### config.mk
export PLATFORM = sky130hd
export DESIGN_NAME = hack_rom_boot_loader
export DESIGN_NICKNAME = d
export VERILOG_FILES = /design/src/rtl/hack_soc_pkg.sv /design/src/rtl/hack_boot_timeout.sv /design/src/rtl/hack_rom_boot_loader.sv
export SDC_FILE = /design/constraint.sdc
export NUM_CORES = 1
export LEC_CHECK = 0
export BUFFER_PORTS_ARGS = -buffer_cell sky130_fd_sc_hd__clkbuf_2
export CAP_MARGIN = 20
export CORE_ASPECT_RATIO = 1.25
export CORE_MARGIN = 3
export CORE_UTILIZATION = 45
export DETAILED_ROUTE_END_ITERATION = 7
export PLACE_DENSITY = 0.68
export SYNTH_ARGS = -nofsm -noshare
export SYNTH_HDL_FRONTEND = slang
export SYNTH_SLANG_ARGS = --single-unit
### constraint.sdc
create_clock -name clk -period 7.7 [get_ports clk]
set_input_delay 1.54 -clock clk [delete_from_list [all_inputs] [get_ports clk]]
set_output_delay 1.54 -clock clk [all_outputs]
set_load 0.01 [all_outputs]
### src/rtl/hack_soc_pkg.sv
// Purpose: shared types for the Hack SoC boot path (loader FSM states, word width).
// Latency: n/a (types and constants only).
// Backpressure: n/a.
package hack_soc_pkg;

    localparam int INSTRUCTION_WIDTH = 16;

    typedef enum logic [2:0] {
        IDLE,
        RST,
        FETCH,
        LOAD,
        ACK,
        DONE,
        ERROR
    } boot_state_t;

endpackage

### src/rtl/hack_boot_timeout.sv
// Purpose: loadable down-counter with clear, enable and expired flag (reset hold and handshake timeout).
// Latency: load/clear take effect the next cycle; expired is combinational on the count.
// Backpressure: none; enable simply freezes the count.
//
// Ports: clk, reset (sync, active high), clear (count to 0), load/load_value,
//        enable (decrement while non-zero), expired (count == 0).
module hack_boot_timeout #(
    parameter int WIDTH = 11
) (
    input  logic             clk,
    input  logic             reset,
    input  logic             clear,
    input  logic             load,
    input  logic [WIDTH-1:0] load_value,
    input  logic             enable,
    output logic             expired
);

    logic [WIDTH-1:0] count;

    always_ff @(posedge clk) begin
        if (reset || clear) begin
            count <= '0;
        end else if (load) begin
            count <= load_value;
        end else if (enable && (count != '0)) begin
            count <= count - 1'b1;
        end
    end

    assign expired = (count == '0);

endmodule

### src/rtl/hack_rom_boot_loader.sv
// Purpose: pulls a program image from a valid/ready source into the SoC ROM loader, gating the CPU reset.
// Latency: 3 cycles per word with a fast source and SoC (FETCH, LOAD, ACK).
// Backpressure: src_ready only in FETCH; LOAD/ACK wait on the SoC, bounded by TIMEOUT_CYCLES.
//
// Ports: clk, reset | start, image_len | src_valid/src_data/src_ready |
//        rom_loader_reset/load/data, rom_loader_load_received/ack |
//        hack_external_reset, busy, done, error, words_loaded.
module hack_rom_boot_loader
    import hack_soc_pkg::*;
#(
    parameter int DATA_WIDTH     = INSTRUCTION_WIDTH,
    parameter int COUNT_WIDTH    = 16,
    parameter int RESET_CYCLES   = 4,
    parameter int TIMEOUT_CYCLES = 1024
) (
    input  logic                   clk,
    input  logic                   reset,
    input  logic                   start,
    input  logic [COUNT_WIDTH-1:0] image_len,
    input  logic                   src_valid,
    input  logic [DATA_WIDTH-1:0]  src_data,
    output logic                   src_ready,
    output logic                   rom_loader_reset,
    output logic                   rom_loader_load,
    output logic [DATA_WIDTH-1:0]  rom_loader_data,
    input  logic                   rom_loader_load_received,
    input  logic                   rom_loader_ack,
    output logic                   hack_external_reset,
    output logic                   busy,
    output logic                   done,
    output logic                   error,
    output logic [COUNT_WIDTH-1:0] words_loaded
);

    // One counter serves both the reset hold and the per-word timeout.
    localparam int TMAX = (TIMEOUT_CYCLES > RESET_CYCLES) ? TIMEOUT_CYCLES : RESET_CYCLES;
    localparam int TW   = $clog2(TMAX + 1);

    boot_state_t            state, state_nxt;
    logic [COUNT_WIDTH-1:0] len_q;
    logic [COUNT_WIDTH-1:0] words_q;
    logic [DATA_WIDTH-1:0]  data_q;
    logic                   hack_rst_q;

    logic                   take_start, word_taken, word_done;
    logic                   tmr_clear, tmr_load, tmr_en, tmr_expired;
    logic [TW-1:0]          tmr_value;
    logic                   timeout_hit;
    logic                   last_word;

    hack_boot_timeout #(.WIDTH(TW)) u_timeout (
        .clk        (clk),
        .reset      (reset),
        .clear      (tmr_clear),
        .load       (tmr_load),
        .load_value (tmr_value),
        .enable     (tmr_en),
        .expired    (tmr_expired)
    );

    assign timeout_hit = (TIMEOUT_CYCLES != 0) && tmr_expired;
    assign last_word   = ((words_q + COUNT_WIDTH'(1)) == len_q);

    always_comb begin
        state_nxt  = state;
        take_start = 1'b0;
        word_taken = 1'b0;
        word_done  = 1'b0;
        tmr_clear  = 1'b0;
        tmr_load   = 1'b0;
        tmr_en     = 1'b0;
        tmr_value  = '0;
        case (state)
            IDLE, DONE, ERROR: begin
                if (start) begin
                    take_start = 1'b1;
                    if (image_len == '0) begin
                        state_nxt = DONE;
                    end else begin
                        state_nxt = RST;
                        tmr_load  = 1'b1;
                        tmr_value = TW'(RESET_CYCLES - 1);
                    end
                end
            end
            RST: begin
                if (tmr_expired) state_nxt = FETCH;
                else             tmr_en    = 1'b1;
            end
            FETCH: begin
                if (src_valid) begin
                    word_taken = 1'b1;
                    state_nxt  = LOAD;
                    tmr_load   = 1'b1;
                    tmr_value  = TW'(TIMEOUT_CYCLES);
                end
            end
            LOAD: begin
                tmr_en = 1'b1;
                if (rom_loader_load_received) begin
                    // Ack coincident with load_received skips the ACK wait.
                    if (rom_loader_ack) word_done = 1'b1;
                    else                state_nxt = ACK;
                end else if (timeout_hit) begin
                    state_nxt = ERROR;
                end
            end
            ACK: begin
                tmr_en = 1'b1;
                if (rom_loader_ack)   word_done = 1'b1;
                else if (timeout_hit) state_nxt = ERROR;
            end
            default: state_nxt = IDLE;
        endcase
        if (word_done) begin
            state_nxt = last_word ? DONE : FETCH;
        end
        if ((state_nxt == DONE || state_nxt == ERROR) && !take_start) begin
            tmr_clear = 1'b1;
        end
    end

    always_ff @(posedge clk) begin
        if (reset) begin
            state      <= IDLE;
            len_q      <= '0;
            words_q    <= '0;
            data_q     <= '0;
            hack_rst_q <= 1'b1;
        end else begin
            state <= state_nxt;
            if (take_start) begin
                len_q   <= image_len;
                words_q <= '0;
            end else if (word_done) begin
                words_q <= words_q + COUNT_WIDTH'(1);
            end
            if (word_taken) data_q <= src_data;
            // CPU runs only once DONE has been reached and no re-boot is requested.
            hack_rst_q <= !((state == DONE) && !start);
        end
    end

    assign src_ready           = (state == FETCH);
    assign rom_loader_reset    = (state == RST);
    assign rom_loader_load     = (state == LOAD);
    assign rom_loader_data     = data_q;
    assign hack_external_reset = hack_rst_q;
    assign busy                = (state == RST) || (state == FETCH) || (state == LOAD) || (state == ACK);
    assign done                = (state == DONE);
    assign error               = (state == ERROR);
    assign words_loaded        = words_q;

endmodule

Word level (Yosys, flattened, before mapping)
Index checks and enable logic that the tools add are counted.
{"block": "word_totals", "ff_bits": 63, "inputBits": 38, "out_inout_bits": 39, "wordCells": 66}
{"block": "op_classes", "addsub": 2, "eq_ne": 9, "n_mux": 30, "n_reduce_logical": 19}
{"cell": "11-bit 2-to-1 mux", "n": 3}
{"cell": "3-bit 2-to-1 mux", "n": 10}
{"cell": "11-bit case mux with 2 select lines", "n": 1}
{"cell": "16-bit by 1-bit adder with 16-bit output, second input constant", "n": 1}
{"cell": "16-bit == test", "n": 1}
{"cell": "16-bit zero test", "n": 1}
{"cell": "3-bit == test, second input constant", "n": 5}
{"cell": "3-bit case mux with 5 select lines", "n": 1}
{"cell": "11-bit zero test", "n": 1}
{"cell": "11-bit nonzero test", "n": 1}
{"cell": "11-bit by 1-bit subtractor with 11-bit output, second input constant", "n": 1}
{"cell": "1-bit 2-to-1 mux", "n": 10}
{"cell": "3-bit by 2-bit == test with 1-bit output, second input constant", "n": 2}
{"cell": "1-bit case mux with 2 select lines", "n": 3}
{"cell": "1-bit logical OR", "n": 5}
{"cell": "2-bit 2-to-1 mux", "n": 2}
{"cell": "2-bit OR reduction", "n": 2}
{"cell": "3-bit by 1-bit == test with 1-bit output, second input constant", "n": 1}
{"cell": "1-bit logical AND", "n": 3}
{"cell": "1-bit zero test", "n": 3}
{"cell": "3-bit zero test", "n": 1}
{"cell": "3-bit OR reduction", "n": 1}
{"cell": "2-bit nonzero test", "n": 1}

Logic depth before layout (Yosys ltp)
Gate-level depths: netlist of the first run.
{"block": "logic_depth", "word_depth": 10, "mapped_depth": 10, "ltp_nobuf": 8}

Cells and area by module
From an unflattened synthesis of the first run, not the netlist that was laid out.
{"block": "hier_totals", "hier_cells": 445, "hier_area_um2": 3642.2}
{"module": "hack_rom_boot_loader", "instances": 1, "cells_per_inst": 368, "area_per_inst_um2": 2981.6}
{"module": "hack_boot_timeout", "instances": 1, "cells_per_inst": 77, "area_per_inst_um2": 660.6}

Least setup slack after synthesis of the first run
OpenSTA, ideal clock, no wires.
{"block": "synth_path", "path_type": "input to register", "startpoint": "input rom_loader_load_received", "endpoint": "register u_timeout.count[0]", "t_arrival_ns": 3.161, "required_ns": 7.540, "path_slack_ns": 4.379, "path_stages": 7, "n_path_buf": 1, "cell_sequence": "and4b_1 > o21a_1 > buf_2 > nand4_1 > a2111o_1 > nor4b_1 > a2111oi_0"}
{"block": "synth_via", "elab_chain_cells": 8, "word_cells_on_any_way": 11, "classes_between": "2 x eq/ne; 6 x mux; 3 x reduce/logical"}
{"element": "start, declared", "line": "hack_rom_boot_loader.sv:26", "rtl": "input logic rom_loader_load_received,"}
{"element": "3-bit 2-to-1 mux or 1-bit 2-to-1 mux (tied branches)", "line": "hack_rom_boot_loader.sv:100", "rtl": "if (rom_loader_load_received) begin"}
{"element": "3-bit case mux with 5 select lines or 1-bit case mux with 2 select lines (tied branches)", "line": "hack_rom_boot_loader.sv:73", "rtl": "case (state)"}
{"element": "3-bit 2-to-1 mux *", "line": "hack_rom_boot_loader.sv:115", "rtl": "if (word_done) begin"}
{"element": "3-bit == test", "line": "hack_rom_boot_loader.sv:118", "rtl": "if ((state_nxt == DONE || state_nxt == ERROR) && !take_start) begin"}
{"element": "1-bit logical OR *", "line": "hack_rom_boot_loader.sv:118"}
{"element": "1-bit logical AND *", "line": "hack_rom_boot_loader.sv:118"}
{"element": "1-bit 2-to-1 mux *", "line": "hack_rom_boot_loader.sv:118"}
{"element": "1-bit logical OR *", "line": "hack_boot_timeout.sv:22", "rtl": "if (reset || clear) begin"}
{"element": "end signal, assigned", "line": "hack_boot_timeout.sv:25", "rtl": "count <= load_value;"}
{"element": "end signal, assigned", "line": "hack_boot_timeout.sv:27", "rtl": "count <= count - 1'b1;"}
{"element": "end, declared", "line": "hack_boot_timeout.sv:19", "rtl": "logic [WIDTH-1:0] count;"}
Every way passes the cells marked *; elsewhere a longest branch is shown, timed or not.
A chain may end at the register's enable or synchronous reset.

Worst setup path after layout of the first run
Ends and elaborated chain as after synthesis.

==> results of run 1 <==
## where the power goes
part           switching [mW]  internal [mW]
Clock                   0.132          0.199
Sequential             0.0576          0.374
Combinational           0.258          0.192
Total                   0.448          0.765
## synth_stat cells (all sizes together) (2+ instances only)
library cell,count
nor2b,3
nand2b,4
a2111oi,3
or3,5
nand4,12
xnor2,29
o211ai,2
o2111ai,2
o311ai,2
mux2i,17
xor2,19
and2,4
nand3,10
o21ai,6
nor3b,4
and4,3
inv,5
or4,3
ha,3
nor4,8
buf,16
dfxtp,63
nand2,65
clkbuf,15
o21a,3
and3,3
nor2,47
a21oi,34
nor3,12
o31ai,8
a21o,2
nor4b,4
## registers in the layout, indices dropped and copies added, names as in the netlist
register             flops
hack_external_reset      1
len_q                   16
rom_loader_data         16
state                    3
u_timeout.count         11
words_loaded            16
## per-stage QoR
stage / util (%) / cell area, um2 / total power, mW
2_1_floorplan: - / 3460 / 0.786
6_report: 54.8 / 4080 / 1.21
3_3_place_gp: 51.4 / 3830 / 0.874
3_5_place_dp: 51.4 / 3830 / 0.884
4_1_cts: 54.6 / 4060 / 1.22
5_1_grt: 54.8 / 4080 / 1.30
## routing by layer
metal  GRT usage, %  vias to the layer above
met2           31.7                       80
met4           7.24                        0
li1               -                     1624
met1           25.9                     1488
met3           2.93                        9
met5              0                        -
## critical path: stages
cell       delay, ns
clkbuf_2        0.11
and4b_1         0.21
o21a_1          0.39
nand4_1         0.14
a2111o_1        0.47
nor4b_1         0.61
a2111oi_0       0.15
## cell type report
cell class / count / area share, %
clock buffer: 11 / 3.71
clock inverter: 5 / 1.96
inverter: 5 / 0.460
multi-input combinational: 330 / 50.3
sequential: 63 / 30.9
tap: 92 / 2.82
timing repair buffer: 78 / 9.84
## kinds of logic (layout without fill, tap and decap cells)
| kind of cell | count (synthesis) | in the layout | share of synthesized area (%) |
|---|---|---|---|
| AO/OA/AOI/OAI | 71 | 71 | 13.6 |
| XOR/XNOR | 48 | 48 | 12.1 |
| adder cells (fa/ha/maj) | 3 | 3 | 1.08 |
| buffers and inverters | 36 | 99 | 4.59 |
| flip-flops | 63 | 63 | 36.4 |
| multiplexers | 17 | 17 | 4.91 |
| AND/OR/NAND/NOR | 191 | 191 | 27.2 |
## path summary, 6_finish.rpt
check	from	to	slack, ns	cells past startpoint
max	rom_loader_load_received	u_timeout.count[0]	4.24	7
max reg2reg	state[2]	u_timeout.count[0]	4.61	6
min	rom_loader_data[4]	rom_loader_data[4]	0.45	2
min reg2reg	rom_loader_data[4]	rom_loader_data[4]	0.45	2
==> impl_metrics.py, run 1 <==
metrics = {
    "sta": {
        "grt_setup_unrepaired": "false",
        "fmax_mhz": 289,
        "finalMaxSlewViolations": 0,
        "fin_tns_setup_ns": 0,
        "fin_crit_ns": 3.46,
        "finClkSkew_ns": 0.00754,
        "post-route-period-util_pct": 44.9,
        "setup_violations": 0,
        "slew_headroom_pct": 42.6,
        "fin_ws_ns": 4.24,
        "hold_viol": 0,
        "tightest_slew_ns": 0.862,
        "whs_ns": 0.454,
    },
    "final_layout": {
        "drive_above_1_share_pct": 21.1,
        "final-instance-count-excl-fill": 584,
        "fin_nets": 528,
        "areaGrowthSynthToFinish_pct": 17.9,
        "antenna_cells": 0,
        "seq_area_um2": 1260,
        "layout_common_cells": "76 x clkbuf_2, 65 x nand2_1, 63 x dfxtp_1",
        "fill_cells": 746,
        "multi_input_area_um2": 2050,
        "final_common_cell": "clkbuf_2",
    },
    "yosys": {
        "yosys_warnings": 0,
        "syn-num-nets": 470,
        "synth.largest_area_cell": "dfxtp_1",
        "ys_async_sr_fraction_pct": 0,
        "synth.top_cell.area_share_pct": 36.4,
        "syn_inst": 429,
        "yosysUniqueCellTypes": 53,
        "synthTopCellsByArea": "dfxtp_1 36%, xnor2_1 7.3%, nand2_1 7.0%",
        "netlist_area_um2": 3460,
        "synth.avg_cell_area_um2": 8.07,
        "synthFlopType": "dfxtp_1",
        "ys_seq_area_share_pct": 36.4,
        "synth-seq-cells": 63,
        "synth_edf_count": 0,
    },
    "global_route": {
        "grt_max_degree": 43,
        "grt_pass1_wl_mm": 14.2,
        "grt_pass1_vias": 2924,
        "antenna_found_initial": 0,
        "grt_remaining_overflow": 0,
        "gr-usage-all-layers_pct": 19.5,
    },
    "floorplan": {
        "die_area_um2": 8790,
        "die_w_um": 84.5,
        "core_um2": 7440,
        "initial_utilization_pct": 46.5,
        "pin_count": 77,
        "rows": 35,
        "die_h_um": 104,
    },
    "worst_setup_path": {
        "cp.arrival_ns": 3.63,
        "crit_path_end_kind": "flop",
        "critPathKind": "input pin to flop",
        "worst_setup_path_start_kind": "input pin",
        "required_ns": 7.88,
        "cp_max_fo": 11,
    },
    "detailed_routing": {
        "drc": 0,
        "first_pass_iters": 5,
        "routedWlPerCell_um": 14.6,
        "met2WireLength_mm": 4.14,
        "initialDrtViolationCount": 263,
        "ant_nets": 0,
        "wl_met3_um": 313,
        "vias": 3201,
        "top_layer_used": "met4",
        "wl_met1_mm": 3.94,
        "vias_per_cell": 5.48,
        "wirelength_mm": 8.52,
    },
    "clocking": {
        "cts_inserted_buffers": 9,
        "cts_tree": "yes",
        "worstSkewPairLatency_ns": 0.34,
        "postCtsSetupBuffers": 0,
        "cts.sinks": 63,
        "clk_pin_slew_worst_paths_ns": 0.07,
        "hold_buffers": 0,
        "cts.htree.levels": 3,
        "root_buffer": "clkbuf_8",
        "cts_resized": 0,
        "clock_path_buffers": 2,
    },
    "pwr": {
        "irDropWorstVdd_v": 0.000152,
        "p_leak_nw": 1.68,
        "powerDensity_nw_per_um2": 297,
    },
    "placed_design": {
        "place_ws_ns": 3.90,
        "gp_congestion": 0.855,
        "portBuffers": 76,
        "post-place-cells": 567,
        "dp_hpwl_mm": 6.25,
    },
    "run_status": {
        "status": "complete, no violations",
    },
    "min_path": {
        "hp-class": "flop to flop",
    },
    "flow_run": {
        "maxCapViolCount": 0,
    },
}
Note: power is estimated with default switching activity, not from simulation.
==> inputs of run 2 (changes only) <==
- ABC_AREA: default -> 1
- clock period: 7.7 -> 3.2 ns (I/O delays scaled with it)
==> run 2 against run 1 <==
  * Die area decreased by 1.9%
  * Utilization increased by 1.2 points
  * Sequential share of layout area increased by 0.60 points
  * Clock power increased by 91%
  * Largest power group unchanged
  * Global-route usage increased by 1.0 points
  * Largest cell class unchanged
  * Critical endpoint unchanged
==> impl_metrics.py, run 2 <==
metrics = {
    "run_status": {
        "status": "complete, no violations",
    },
    "pwr": {
        "p_int_mw": 1.72,
        "powerDensity_nw_per_um2": 761,
        "irDropWorstVdd_v": 0.000432,
        "switchingPower_mw": 1.32,
        "p_leak_nw": 1.77,
        "p_seq_share_pct": 36.0,
        "p_sw_share_pct": 43.4,
        "clkPwrFrac_pct": 20.8,
        "p_comb_share_pct": 43.2,
    },
    "worst_setup_path": {
        "crit_chain": "inv_1, nor2_1, nand4_1, nand2_2, nand3_1, nor2_1, nand3_1, nor2_2, nand2_2, nand2_1, nand3_2, nand2_2, nor2_1",
        "cp.arrival_ns": 2.63,
        "required_ns": 3.42,
        "crit_buf_inv": 1,
        "r2r_setup_slack_ns": 0.80,
        "r2r-start": "state[0]",
        "worst_setup_path_start_kind": "flop",
        "cpPeakStageDelay_ns": 0.38,
        "cp_max_fo": 25,
        "r2r-end": "u_timeout.count[0]",
        "crit_family": "simple AND/OR/NAND/NOR gates",
        "critPathKind": "flop to flop",
        "crit_path_end_kind": "flop",
        "slowest_stage": "nand2_2",
        "reg2regPathDepth": 13,
    },
    "yosys": {
        "synth_edf_count": 0,
        "synth.largest_area_cell": "dfxtp_1",
        "synthXorXnorAreaFrac_pct": 1.81,
        "synth_commonest_cells": "96 x nand2_1, 79 x nor2_1, 63 x dfxtp_1",
        "yosysMostFrequentCell": "nand2_1",
        "synth.avg_cell_area_um2": 6.69,
        "ys_seq_area_share_pct": 37.2,
        "syn_inst": 507,
        "synth-seq-cells": 63,
        "syn-num-nets": 548,
        "synthFlopType": "dfxtp_1",
        "yosysUniqueCellTypes": 38,
        "ys_async_sr_fraction_pct": 0,
        "yosys.area_share.simple_pct": 34.9,
        "synth.area.mux_share_pct": 0,
        "yosys_warnings": 0,
        "synthAdderAreaFrac_pct": 1.11,
        "synth_compound_area_share_pct": 16.4,
        "synth_top_family_by_area": "simple AND/OR/NAND/NOR gates",
        "netlist_area_um2": 3390,
        "synthTopCellsByArea": "dfxtp_1 37%, nand2_1 11%, nor2_1 8.7%",
        "synth.top_cell.area_share_pct": 37.2,
    },
    "sta": {
        "tightest_slew_ns": 0.854,
        "finalMaxSlewViolations": 0,
        "fin_crit_ns": 2.40,
        "setup_violations": 0,
        "slew_headroom_pct": 43.0,
        "post-route-period-util_pct": 75.1,
        "hold_viol": 0,
        "finClkSkew_ns": 0.00948,
        "fmax_mhz": 416,
        "fin_tns_setup_ns": 0,
        "grt_setup_unrepaired": "false",
    },
    "clocking": {
        "cts_inserted_buffers": 9,
        "cts_resized": 0,
        "clock_path_buffers": 2,
        "clk_pin_slew_worst_paths_ns": 0.08,
        "worstSkewPairLatency_ns": 0.34,
        "cts.htree.levels": 3,
        "cts.sinks": 63,
        "postCtsSetupBuffers": 0,
        "cts_tree": "yes",
        "root_buffer": "clkbuf_8",
        "hold_buffers": 0,
    },
    "placed_design": {
        "portBuffers": 76,
        "dp_hpwl_mm": 6.53,
        "gp_congestion": 0.858,
    },
    "min_path": {
        "min_to": "len_q[13]",
        "hold_start": "len_q[13]",
        "hold_depth": 2,
        "hp-class": "flop to flop",
    },
    "detailed_routing": {
        "wirelength_mm": 8.54,
        "routedWlPerCell_um": 12.6,
        "first_pass_iters": 4,
        "initialDrtViolationCount": 116,
        "ant_nets": 0,
        "vias_per_cell": 5.15,
        "vias": 3486,
        "drc": 0,
    },
    "final_layout": {
        "areaGrowthSynthToFinish_pct": 18.1,
        "drive_above_1_share_pct": 22.0,
        "antenna_cells": 0,
        "layout_common_cells": "96 x nand2_1, 79 x nor2_1, 76 x clkbuf_2",
        "post-route-util_pct": 56.0,
        "final_common_cell": "nand2_1",
        "fin_nets": 623,
        "fill_cells": 716,
    },
    "floorplan": {
        "rows": 34,
        "die_area_um2": 8620,
        "die_h_um": 103,
        "die_w_um": 83.6,
        "core_um2": 7150,
        "pin_count": 77,
        "initial_utilization_pct": 47.4,
    },
    "global_route": {
        "grt-busiest-layer": "met2",
        "grt_use_met3_pct": 5.68,
        "met1_usage_pct": 21.9,
        "antenna_found_initial": 0,
        "grt_max_degree": 34,
        "gr-usage-all-layers_pct": 20.5,
        "grt_remaining_overflow": 0,
        "grt_util_met2_pct": 37.6,
        "grt_pass1_wl_mm": 14.5,
        "grt_pass1_vias": 3376,
    },
    "flow_run": {
        "maxCapViolCount": 0,
    },
}
## run 2: cell count changes in the layout (fill, tap and decap cells not counted), sizes merged, moves of 5 or more
cell / previous run / this run
inv: 5 / 60
a31oi: 0 / 5
nand3: 10 / 41
nor3: 12 / 3
o31ai: 8 / 0
xor2: 19 / 5
nor2: 47 / 98
o21ai: 6 / 54
xnor2: 29 / 2
nand2: 65 / 103
mux2i: 17 / 0
or3: 5 / 0
## run 2: cells by family (layout without fill, tap and decap cells)
group / count (synthesis) / count (layout)
AO/OA/AOI/OAI: 101 / 101
XOR/XNOR: 7 / 7
adder cells (fa/ha/maj): 3 / 3
buffers and inverters: 72 / 152
flip-flops: 63 / 63
AND/OR/NAND/NOR: 261 / 261
## run 2: layer usage
| metal | routed length (um) | share of wire (%) | vias up |
|---|---|---|---|
| met5 | 0 | 0 | - |
| met4 | 187 | 2.2 | 0 |
| met3 | 487 | 5.7 | 17 |
| met2 | 4340 | 51 | 84 |
| met1 | 3530 | 41 | 1579 |
| li1 | - | - | 1806 |
## run 2: worst max-delay path by stage
stage	startpoint	to	slack, ns	depth (start not counted)
global route	state[0]	u_timeout.count[0]	0.53	13
detailed placement	rom_loader_load_received	u_timeout.count[0]	0.73	12
finish	state[0]	u_timeout.count[0]	0.80	13
floorplan	words_loaded[0]	u_timeout.count[2]	1.14	17
CTS	state[0]	u_timeout.count[0]	0.78	13
global placement	rom_loader_load_received	u_timeout.count[0]	0.79	12
## run 2: cell type report
cell class / count / area [um2] / area share (%)
Tap cell: 90 / 113 / 2.81
Clock inverter: 7 / 57.6 / 1.44
Sequential cell: 63 / 1260 / 31.5
Clock buffer: 9 / 124 / 3.09
Multi-Input combinational cell: 372 / 1840 / 45.9
Timing Repair Buffer: 77 / 388 / 9.69
Inverter: 59 / 221 / 5.53
## run 2: power by group through the flow
stage,Combinational [mW],Clock [mW],Sequential (mW)
finish,1.32,0.634,1.10
global route,1.51,0.686,1.12
CTS,1.32,0.652,1.09
detailed placement,1.32,0,1.11
global placement,1.29,0,1.10
floorplan,1.01,0,1.10
## run 2: per-stage QoR
stage                     hold WS [ns]  instances  power, mW  area, um2  setup slack (ns)
final                            0.481        677       3.05       4000             0.796
after global routing             0.499        677       3.32       4000             0.531
after CTS                        0.483        677       3.07       4000             0.779
after detailed placement         0.471        661       2.43       3820             0.730
after global placement           0.459        661       2.40       3820             0.790
after floorplan                  0.444        507       2.11       3390              1.14
## run 2: worst reg2reg max path, delay by kind of cell, from the launching register on
| kind | cells | cell delay (ns) |
|---|---|---|
| buf+inv | 1 | 0.08 |
| flops | 1 | 0.37 |
| simple gates | 12 | 1.83 |
==> inputs of run 3 (changes only) <==
- PLACE_DENSITY: 0.68 -> 0.71
- clock period: 3.2 -> 2.1 ns (I/O delays scaled with it)
==> run 3 against run 2 <==
  * Critical path depth up 4
  * Clock skew up 0.0026 ns
  * Critical endpoint is now u_timeout.count[10]
  * Largest cell class unchanged
  * First-iteration DRC count up 110%
  * Register-to-register slack worse by 0.79 ns
  * Clock power up 100%
  * Highest routed layer unchanged
  * Power up 73%
  * Sequential share of layout area down 3.3 points
  * Global-route usage up 0.63 points
  * Setup slack worse by 0.79 ns
  * Non-clock buffer count up 38
==> impl_metrics.py, run 3 (synthesized netlist as in run 2, its figures left out) <==
metrics = {
    "clocking": {
        "cts.htree.levels": 3,
        "clk_pin_slew_worst_paths_ns": 0.07,
        "hold_buffers": 0,
        "worstSkewPairLatency_ns": 0.35,
        "cts.sinks": 63,
        "root_buffer": "clkbuf_8",
        "clock_path_buffers": 2,
        "cts_tree": "yes",
        "cts_inserted_buffers": 9,
    },
    "pwr": {
        "p_leak_nw": 2.06,
        "irDropWorstVdd_v": 0.000721,
        "powerDensity_nw_per_um2": 1160,
    },
    "sta": {
        "setup_violations": 0,
        "post-route-period-util_pct": 99.8,
        "fin_crit_ns": 2.10,
        "hold_viol": 0,
        "grt_setup_unrepaired": "true",
        "finClkSkew_ns": 0.0121,
        "slew_headroom_pct": 78.6,
        "fin_tns_setup_ns": 0,
        "finalMaxSlewViolations": 0,
        "fmax_mhz": 477,
        "tightest_slew_ns": 0.317,
    },
    "final_layout": {
        "fill_cells": 649,
        "layout_common_cells": "86 x nand2_1, 76 x clkbuf_2, 74 x nor2_1",
        "fin_nets": 661,
        "post-route-util_pct": 63.3,
        "areaGrowthSynthToFinish_pct": 33.4,
        "antenna_cells": 0,
        "drive_above_1_share_pct": 31.4,
        "final_common_cell": "nand2_1",
    },
    "global_route": {
        "grt_max_degree": 34,
        "antenna_found_initial": 0,
        "grt_pass1_vias": 3301,
        "grt_remaining_overflow": 0,
        "gr-usage-all-layers_pct": 21.1,
        "grt_pass1_wl_mm": 14.8,
    },
    "detailed_routing": {
        "vias_per_cell": 5.19,
        "initialDrtViolationCount": 249,
        "drc": 0,
        "first_pass_iters": 5,
        "routedWlPerCell_um": 13.1,
        "vias": 3709,
        "wirelength_mm": 9.37,
        "ant_nets": 0,
    },
    "worst_setup_path": {
        "reg2regPathDepth": 17,
        "cp.arrival_ns": 2.33,
        "crit_path_end_kind": "flop",
        "r2r_setup_slack_ns": 0.003,
        "cp_max_fo": 6,
        "crit_end": "u_timeout.count[10]",
        "r2r-start": "words_loaded[1]",
        "required_ns": 2.33,
        "worst_setup_path_start_kind": "flop",
        "crit_start": "words_loaded[1]",
        "critPathKind": "flop to flop",
        "r2r-end": "u_timeout.count[10]",
    },
    "placed_design": {
        "dp_hpwl_mm": 6.80,
        "portBuffers": 76,
        "gp_congestion": 0.838,
    },
    "floorplan": {
        "die_w_um": 83.6,
        "rows": 34,
        "die_area_um2": 8620,
        "core_um2": 7150,
        "die_h_um": 103,
        "pin_count": 77,
        "initial_utilization_pct": 47.4,
    },
    "run_status": {
        "status": "complete, no violations",
    },
    "min_path": {
        "hp-class": "input pin to flop",
    },
    "flow_run": {
        "maxCapViolCount": 0,
    },
}
run 3: timing repair:
item,in CTS,in global routing
setup endpoints to repair,11,13
pin swaps,3,29
setup buffers,1,15
cloned,0,1
resized for setup,6,37
run 3: where the power goes:
part / total [mW] / internal, mW / switching, mW
clock: 1.29 / 0.823 / 0.470
combinational: 2.29 / 0.935 / 1.36
sequential: 1.67 / 1.46 / 0.208
total: 5.26 / 3.22 / 2.04
run 3: layer usage:
layer  global-route usage [%]  wire [um]
met2                     39.1       4840
met5                        0          0
met1                     23.6       3860
met4                     9.28        152
met3                     4.32        530
run 3: cell type report:
| type | count | area (um2) | share of cell area (%) |
|---|---|---|---|
| Clock buffer | 13 | 149 | 3.29 |
| Timing Repair Buffer | 115 | 731 | 16.2 |
| Tap cell | 90 | 113 | 2.49 |
| Inverter | 59 | 221 | 4.90 |
| Sequential cell | 63 | 1280 | 28.2 |
| Clock inverter | 3 | 90.1 | 1.99 |
| Multi-Input combinational cell | 372 | 1940 | 42.9 |
run 3: worst min-delay path by stage:
| stage | depth (start not counted) | endpoint | slack (ns) | start |
|---|---|---|---|---|
| after CTS | 3 | len_q[1] | 0.31 | image_len[1] |
| after global routing | 3 | len_q[1] | 0.34 | image_len[1] |
| after floorplan | 2 | len_q[11] | 0.44 | len_q[11] |
| after detailed placement | 2 | len_q[9] | 0.46 | len_q[9] |
| final | 3 | len_q[1] | 0.32 | image_len[1] |
| after global placement | 2 | len_q[12] | 0.46 | len_q[12] |
run 3: worst max-delay path, stage by stage, from the launching register on:
cell,delay [ns]
dfxtp_2,0.37
ha_4,0.17
nand2_4,0.06
nor2_4,0.20
nand3_2,0.13
inv_2,0.09
nand2_2,0.06
nand2_2,0.08
nand3_2,0.06
nand2_1,0.07
nand2_1,0.06
nor2_2,0.10
nand2_2,0.08
nand3_2,0.07
nand3_2,0.09
nand2_4,0.10
clkbuf_16,0.15
nor2_2,0.03
run 3: per-stage QoR:
stage / cells / power (mW) / setup WS, ns / area (um2) / hold slack, ns
5_1_grt: 715 / 5.66 / -0.162 / 4520 / 0.335
3_3_place_gp: 682 / 3.83 / 0.0272 / 3990 / 0.460
4_1_cts: 699 / 5.18 / 0.00374 / 4250 / 0.306
3_5_place_dp: 682 / 3.87 / -0.0136 / 3990 / 0.462
2_1_floorplan: 507 / 3.22 / 0.0402 / 3390 / 0.444
6_report: 715 / 5.26 / 0.00330 / 4520 / 0.319
